## config.mk

```make
export PLATFORM = sky130hd
export DESIGN_NAME = ram_stream_reader
export DESIGN_NICKNAME = d
export VERILOG_FILES = /design/src/rtl/ram_stream_reader.sv
export SDC_FILE = /design/constraint.sdc
export NUM_CORES = 1
export LEC_CHECK = 0
export CAP_MARGIN = 20
export CORE_AREA = 2 2 187 189
export DETAILED_ROUTE_END_ITERATION = 10
export DIE_AREA = 0 0 189 191
export HOLD_SLACK_MARGIN = 0.05
export PLACE_DENSITY_LB_ADDON = 0.05
export SLEW_MARGIN = 0
export SYNTH_ARGS = -nofsm -noshare
export SYNTH_HDL_FRONTEND = slang
export SYNTH_SLANG_ARGS = --single-unit
```

## constraint.sdc

```tcl
create_clock -name CLK -period 3.29 [get_ports CLK]
set_clock_uncertainty 0.15 [all_clocks]
set_input_delay 0.987 -clock CLK [delete_from_list [all_inputs] [get_ports CLK]]
set_output_delay 0.987 -clock CLK [all_outputs]
set_load 0.02 [all_outputs]
```

## src/rtl/ram_stream_reader.sv

```systemverilog
// Reads consecutive 64-bit words from a dual-read-port RAM, two per fetch, and
// serializes them LSB-chunk-first onto a valid/ready stream with last/done.
module ram_stream_reader #(
    parameter int ADDRESS_WIDTH = 13,
    parameter int DATA_WIDTH    = 64,
    parameter int CHUNK_WIDTH   = 16,
    parameter int COUNT_WIDTH   = 14
) (
    input  logic                     CLK,
    input  logic                     RST,
    input  logic                     start,
    input  logic [ADDRESS_WIDTH-1:0] base_addr,
    input  logic [COUNT_WIDTH-1:0]   word_count,
    output logic                     busy,
    output logic                     done,
    output logic [ADDRESS_WIDTH-1:0] address_RD1,
    output logic [ADDRESS_WIDTH-1:0] address_RD2,
    input  logic [DATA_WIDTH-1:0]    dataIn1,
    input  logic [DATA_WIDTH-1:0]    dataIn2,
    output logic [CHUNK_WIDTH-1:0]   out_data,
    output logic                     out_valid,
    input  logic                     out_ready,
    output logic                     out_last
);
    localparam int WORD_CHUNKS     = DATA_WIDTH / CHUNK_WIDTH;
    localparam int PAIR_CHUNKS     = 2 * WORD_CHUNKS;
    localparam int CHUNK_CNT_WIDTH = $clog2(PAIR_CHUNKS);

    typedef enum logic [1:0] {IDLE, FETCH, SEND, DONE} state_t;

    state_t                       state, state_next;
    logic [COUNT_WIDTH-1:0]       remaining;
    logic                         two_words;
    logic [CHUNK_CNT_WIDTH-1:0]   chunk_cnt;
    logic [2*DATA_WIDTH-1:0]      buffer;
    logic [ADDRESS_WIDTH-1:0]     addr1, addr2;
    logic [COUNT_WIDTH-1:0]       nwords;
    logic                         last_chunk;
    logic                         handshake;
    logic                         final_pair;

    assign nwords     = two_words ? COUNT_WIDTH'(2) : COUNT_WIDTH'(1);
    assign last_chunk = chunk_cnt == (two_words ? CHUNK_CNT_WIDTH'(PAIR_CHUNKS - 1)
                                                : CHUNK_CNT_WIDTH'(WORD_CHUNKS - 1));
    assign handshake  = (state == SEND) && out_ready;
    assign final_pair = remaining == nwords;

    always_ff @(posedge CLK) begin
        if (!RST) state <= IDLE;
        else      state <= state_next;
    end

    always_comb begin
        state_next = state;
        case (state)
            IDLE:  if (start) state_next = (word_count != '0) ? FETCH : DONE;
            FETCH: state_next = SEND;
            SEND:  if (handshake && last_chunk) state_next = final_pair ? DONE : FETCH;
            DONE:  state_next = IDLE;
            default: state_next = IDLE;
        endcase
    end

    always_ff @(posedge CLK) begin
        if (!RST) begin
            remaining <= '0;
            two_words <= 1'b0;
            chunk_cnt <= '0;
            buffer    <= '0;
            addr1     <= '0;
            addr2     <= '0;
        end else begin
            case (state)
                IDLE: begin
                    if (start && word_count != '0) begin
                        remaining <= word_count;
                        addr1     <= base_addr;
                        addr2     <= base_addr + ADDRESS_WIDTH'(1);
                    end
                end
                FETCH: begin
                    // RAM reads are combinational, so the data is valid within this cycle
                    buffer    <= {dataIn2, dataIn1};
                    two_words <= remaining >= COUNT_WIDTH'(2);
                    chunk_cnt <= '0;
                end
                SEND: begin
                    if (handshake) begin
                        buffer <= buffer >> CHUNK_WIDTH;
                        if (last_chunk) begin
                            chunk_cnt <= '0;
                            remaining <= remaining - nwords;
                            if (!final_pair) begin
                                addr1 <= addr1 + ADDRESS_WIDTH'(2);
                                addr2 <= addr2 + ADDRESS_WIDTH'(2);
                            end
                        end else begin
                            chunk_cnt <= chunk_cnt + CHUNK_CNT_WIDTH'(1);
                        end
                    end
                end
                default: ;
            endcase
        end
    end

    always_comb begin
        busy        = state != IDLE;
        done        = state == DONE;
        out_valid   = state == SEND;
        out_last    = (state == SEND) && final_pair && last_chunk;
        out_data    = buffer[CHUNK_WIDTH-1:0];
        address_RD1 = addr1;
        address_RD2 = addr2;
    end
endmodule

```

==> results of run 1 <==
[worst register-to-register path, stage by stage (launching register included)]
cell,delay (ns)
dfxtp_4,0.35
or3_1,0.35
or4_4,0.55
buf_4,0.17
o211ai_4,0.59
buf_4,0.26
a21oi_1,0.04
o32ai_1,0.15
[per-stage QoR]
step	hold slack, ns	setup WS, ns	utilization [%]	TNS (ns)
after floorplan	0.2806	0.1276	-	0
after global placement	0.3138	0.03232	31.85	0
after detailed placement	0.3152	0.02617	31.85	0
after CTS	0.3251	-0.09480	34.01	-0.09480
after global routing	0.3450	-0.1236	34.01	-0.1236
final	0.3208	-0.07946	34.02	-0.07946
[worst paths after layout]
| check | from | end |
|---|---|---|
| max | remaining[2] | out_last |
| min | buffer[76] | buffer[60] |
| max reg2reg | remaining[2] | address_RD2[4] |
| min reg2reg | buffer[76] | buffer[60] |
[cells by family (layout without fill, tap and decap cells)]
group                      Yosys count  after routing  synth area share (%)
and+or+nand+nor                    517            517                 25.59
AOI/OAI and AO/OA                  265            265                 23.99
DFF                                174            174                 41.35
buffers and inverters              123            282                 6.566
xor gates and xnor gates            12             12                 1.248
adders and majority gates            7              7                 1.129
muxes                                1              1                0.1188
other                                0              1                     0
[layer usage]
layer	vias to the layer above	part of all wire [%]	GRT usage (%)
met5	-	0.18	0
met4	8	1.4	4.838
met3	30	4.7	3.874
met2	157	43	24.70
met1	3814	50	23.14
li1	4201	-	-
[timing repair]
item / CTS / global route
setup buffers: 5 / 0
pin swaps: 3 / 0
endpoints found under the setup margin: 1 / 1
gates resized for setup: 16 / 1
hold buffers: 0 / 0
gates cloned: 0 / 0
[Yosys cell counts (4+ instances only)]
| cell | n |
|---|---|
| a21oi_1 | 42 |
| dfxtp_1 | 174 |
| nor2b_1 | 6 |
| o21ai_0 | 24 |
| o211ai_1 | 11 |
| nor4_1 | 15 |
| nor3_1 | 9 |
| nand3_1 | 18 |
| inv_1 | 9 |
| a211oi_1 | 5 |
| a22oi_1 | 16 |
| xor2_1 | 4 |
| buf_4 | 18 |
| o21a_1 | 8 |
| and2_1 | 5 |
| nor2_1 | 165 |
| ha_1 | 6 |
| and3_1 | 4 |
| nand4_1 | 7 |
| buf_1 | 7 |
| nand2_1 | 262 |
| o31a_1 | 5 |
| a31oi_1 | 6 |
| or3_1 | 9 |
| a311oi_1 | 112 |
| o31ai_1 | 11 |
| xnor2_1 | 8 |
| nor3b_1 | 4 |
| clkbuf_1 | 83 |
[final cells by class]
type | instances | area, µm²
timing repair buffer | 239 | 2406
clock inverter | 15 | 231.5
fill | 3669 | 22510
inverter | 11 | 46.29
sequential | 174 | 3498
clock buffer | 17 | 425.4
multi-input combinational | 802 | 4427
antenna | 1 | 2.502
tap | 455 | 569.3
[placed cells by master (no fill, tap or decap), types with 15 or more instances in the layout]
cell type / Yosys / final
clkbuf_16: 0 / 17
buf_4: 18 / 27
a22oi_1: 16 / 16
o21ai_0: 24 / 24
nor2_1: 165 / 165
nand3_1: 18 / 18
a311oi_1: 112 / 112
nand2_1: 262 / 262
nor4_1: 15 / 15
clkdlybuf4s50_1: 0 / 203
a21oi_1: 42 / 42
dfxtp_1: 174 / 166
[report_power, final]
group	switching [mW]	internal, mW
sequential	0.148	2.31
clock	0.969	1.37
combinational	0.672	0.586
total	1.79	4.26
[flip-flops by register name, summed over array words and instances (netlist names)]
signal and flops:
remaining 14, buffer 128, state 2, address_RD2 13, two_words 1, address_RD1 13
chunk_cnt 3
==> results_dict.tcl, run 1 <==
set metrics [dict create \
    clock_latency_ns 0.44 \
    slowest_delay_ns 0.55 \
    cts-root-buf "clkbuf_16" \
    fmax_mhz 296.8 \
    path_depth 5 \
    antenna_found_initial 5 \
    die_h_um 191 \
    die_area_um2 36100 \
    drc 0 \
    power_leakage_nw 4.128 \
    async_reset_ff_share_pct 0 \
    cp_cell_sequence "or3_1, or4_4, or2_4, nor2b_4, buf_6" \
    drv_cap 0 \
    clk_pin_slew_ns 0.08 \
    cpLargestDelayFamily "simple AND/OR/NAND/NOR gates" \
    drt_iter0_markers 452 \
    path_class "reg -> out" \
    ys_ff_latch 174 \
    rsz0062_at_grt "yes" \
    critPathRequiredTime_ns 2.15 \
    syn_nets 1265 \
    nets 1411 \
    final_cells 1714 \
    postRouteAntennaNets 0 \
    core-area_um2 34120 \
    vias 8210 \
    ios 205 \
    start_util_pct 24.69 \
    status "complete, but fails checks" \
    avgSynthCellArea_um2 7.664 \
    synth_area_um2 8423 \
    postRouteWirelength_um 29730 \
    ys_seq_area_share_pct 41.35 \
    path_buf_inv 1 \
    power_density_nw_per_um2 521.3 \
    io_buffers 204 \
    design_area_um2 11610 \
    gp_congestion 0.7462 \
    routedWlPerCell_um 17.35 \
    ys.flop_type "dfxtp_1" \
    grt_pass1_wl_um 46370 \
    syn_inst 1099 \
    cts_tree "built" \
    worstSetupEndpointType "output port" \
    dpl.cell_count 1676 \
    finalWorstSetupSlack_ns -0.07946 \
    crit_arrival_ns 2.23 \
    r2r_cells 7 \
    grt_overflow 0 \
    ys_types 59 \
    synth-warning-count 0 \
    htreeDepth 4 \
    clockBufferDepth 2 \
    violations "setup timing" \
    placed_cell_area_um2 10870 \
    grt_start_max_net_pins 173 \
    slew_viol_final 0 \
    synth_edf_count 0 \
    grt_usage_pct 16.40 \
    finalCritPeriodShare_pct 102.4 \
    viasPerCell 4.790 \
    ir_drop_mv 0.3677 \
    path_max_fanout 2 \
    post-dp-hpwl_um 19840 \
    layout-drive-gt1-share_pct 7.393 \
    area.growth.synth_to_final_pct 37.79 \
    cts.sink_count 174 \
    grt_pass1_vias 8053 \
    cp_slowest_cell "or4_4" \
    critPathLaunchType "register" \
    setup_viol 1 \
    synth_top_area_share_pct 41.35 \
    holdPathStages 2 \
    reg2reg_slack_ns 0.58 \
    die_x_um 189 \
    min_path_type "reg -> reg" \
    hold_viol 0 \
    layout_min_cycle_time_ns 3.369 \
    netlist_top_cells_area "dfxtp_1, nand2_1, a311oi_1" \
    p_total_mw 6.050 \
    tightest_slew_ns 0.7903 \
    num_rows 68 \
    cts_buffers 17 \
    drt-pass1-iter-count 4 \
    relSlewSlack_pct 47.31 \
    yosysTopAreaCell "dfxtp_1" \
]
No activity file was read; power rests on OpenSTA's default activity.
==> run 2, diff against run 1 <==
==> constraint.sdc (replaced) <==
create_clock -name CLK -period 3.29 [get_ports CLK]
set_clock_uncertainty 0.15 [all_clocks]
set_input_delay 0.658 -clock CLK [delete_from_list [all_inputs] [get_ports CLK]]
set_output_delay 0.658 -clock CLK [all_outputs]
set_load 0.02 [all_outputs]
==> results_dict.tcl, run 2 (synthesized netlist as in run 1, its figures left out) <==
set metrics [dict create \
    critPathRequiredTime_ns 2.48 \
    power_density_nw_per_um2 501.7 \
    nets 1396 \
    drv_cap 0 \
    crit_arrival_ns 2.41 \
    cts_buffers 17 \
    vias 8207 \
    r2r_cells 6 \
    antenna_found_initial 6 \
    die_h_um 191 \
    routedWlPerCell_um 17.58 \
    cts-root-buf "clkbuf_16" \
    drc 0 \
    ios 205 \
    core-area_um2 34120 \
    io_buffers 204 \
    fillCellCount 3687 \
    worstSetupEndpointType "output port" \
    clock_latency_ns 0.44 \
    regMostFlops "buffer" \
    cts_tree "built" \
    largest_reg_flops 128 \
    cts.sink_count 174 \
    relSlewSlack_pct 42.47 \
    path_class "reg -> out" \
    final_cell_mix "nand2_1, clkdlybuf4s50_1, dfxtp_1" \
    setup_tns_ns 0 \
    ctsHoldBuffers 0 \
    hold_viol 0 \
    start_util_pct 24.69 \
    layout_min_cycle_time_ns 3.218 \
    htreeDepth 4 \
    reg_top3 "buffer: 128 flops, remaining: 14 flops" \
    layout.cells.most_common "nand2_1" \
    power_leakage_nw 3.997 \
    clockBufferDepth 2 \
    drt-pass1-iter-count 5 \
    grt_start_max_net_pins 173 \
    min_path_type "reg -> reg" \
    grt_overflow 0 \
    regArea_um2 3483 \
    layout-drive-gt1-share_pct 5.233 \
    critPathLaunchType "register" \
    min_from "remaining[0]" \
    grt_pass1_vias 8003 \
    gp_congestion 0.7504 \
    tightest_slew_ns 0.8629 \
    p_total_mw 5.704 \
    holdPathStages 2 \
    hold_end "remaining[0]" \
    status "finished, final reports clean" \
    setup_viol 0 \
    regToRegEndpoint "address_RD1[9]" \
    multi_input_area_um2 4417 \
    grt_usage_pct 16.43 \
    grt_pass1_wl_um 46630 \
    die_x_um 189 \
    rsz0062_at_grt "no" \
    crit-reg2reg-launch "remaining[10]" \
    die_area_um2 36100 \
    postRouteAntennaNets 0 \
    ir_drop_mv 0.3548 \
    reg2reg_slack_ns 0.52 \
    num_rows 68 \
    slew_viol_final 0 \
    post-dp-hpwl_um 19680 \
    area.growth.synth_to_final_pct 34.97 \
    fmax_mhz 310.8 \
    viasPerCell 4.833 \
    finalCritPeriodShare_pct 97.80 \
    postRouteWirelength_um 29840 \
    drt_iter0_markers 416 \
    path_max_fanout 6 \
    clk_pin_slew_ns 0.07 \
]
-- run 2: repair_timing --
action                                  in CTS  in global routing
resized for setup                            3                  1
pin swaps                                    1                  1
endpoints found under the setup margin       1                  1
hold endpoints to repair                     0                  0
setup buffers                                0                  0
-- run 2: cell type report --
type | count | area share (%)
diodes | 1 | 0.02201
clock buffers | 22 | 4.171
clock inverters | 9 | 0.7594
inverters | 11 | 0.4072
multi-input cells | 802 | 38.85
flip-flops and latches | 174 | 30.64
well taps | 455 | 5.008
repair buffers | 224 | 20.14
-- run 2: worst max-delay path by stage --
stage | start | endpoint | slack [ns]
2_1_floorplan | remaining[4] | out_last | 0.46
3_3_place_gp | word_count[8] | address_RD1[9] | 0.34
3_5_place_dp | word_count[3] | address_RD1[9] | 0.32
4_1_cts | remaining[4] | out_last | 0.01
5_1_grt | remaining[10] | out_last | 0.0009
6_report | remaining[10] | out_last | 0.07
-- run 2: layer usage --
layer / routed length (µm) / global-route usage [%]
met5: 70 / 0
met3: 1476 / 4.424
met4: 278 / 4.387
met1: 15050 / 23.16
met2: 12970 / 24.53
-- run 2: where the power goes --
part / internal [mW] / total (mW) / switching [mW]
combinational: 0.564 / 1.23 / 0.664
sequential: 2.31 / 2.46 / 0.152
clock: 1.10 / 2.02 / 0.915
-- run 2: metrics by stage --
step / hold WS, ns / util, % / setup slack (ns) / instances / instance area (µm²)
after floorplan: 0.2806 / - / 0.4566 / 1099 / 8423
after global placement: 0.2979 / 31.63 / 0.3373 / 1666 / 10790
after detailed placement: 0.2990 / 31.63 / 0.3160 / 1666 / 10790
after CTS: 0.3096 / 33.31 / 0.01429 / 1697 / 11360
after global routing: 0.3274 / 33.32 / 0.0009297 / 1698 / 11370
final: 0.3123 / 33.32 / 0.07233 / 1698 / 11370
-- run 2: critical path: stages (launching register included) --
cell	delay, ns
dfxtp_1	0.36
or3_4	0.42
or4_4	0.60
or2_4	0.29
nor2b_4	0.14
buf_4	0.16
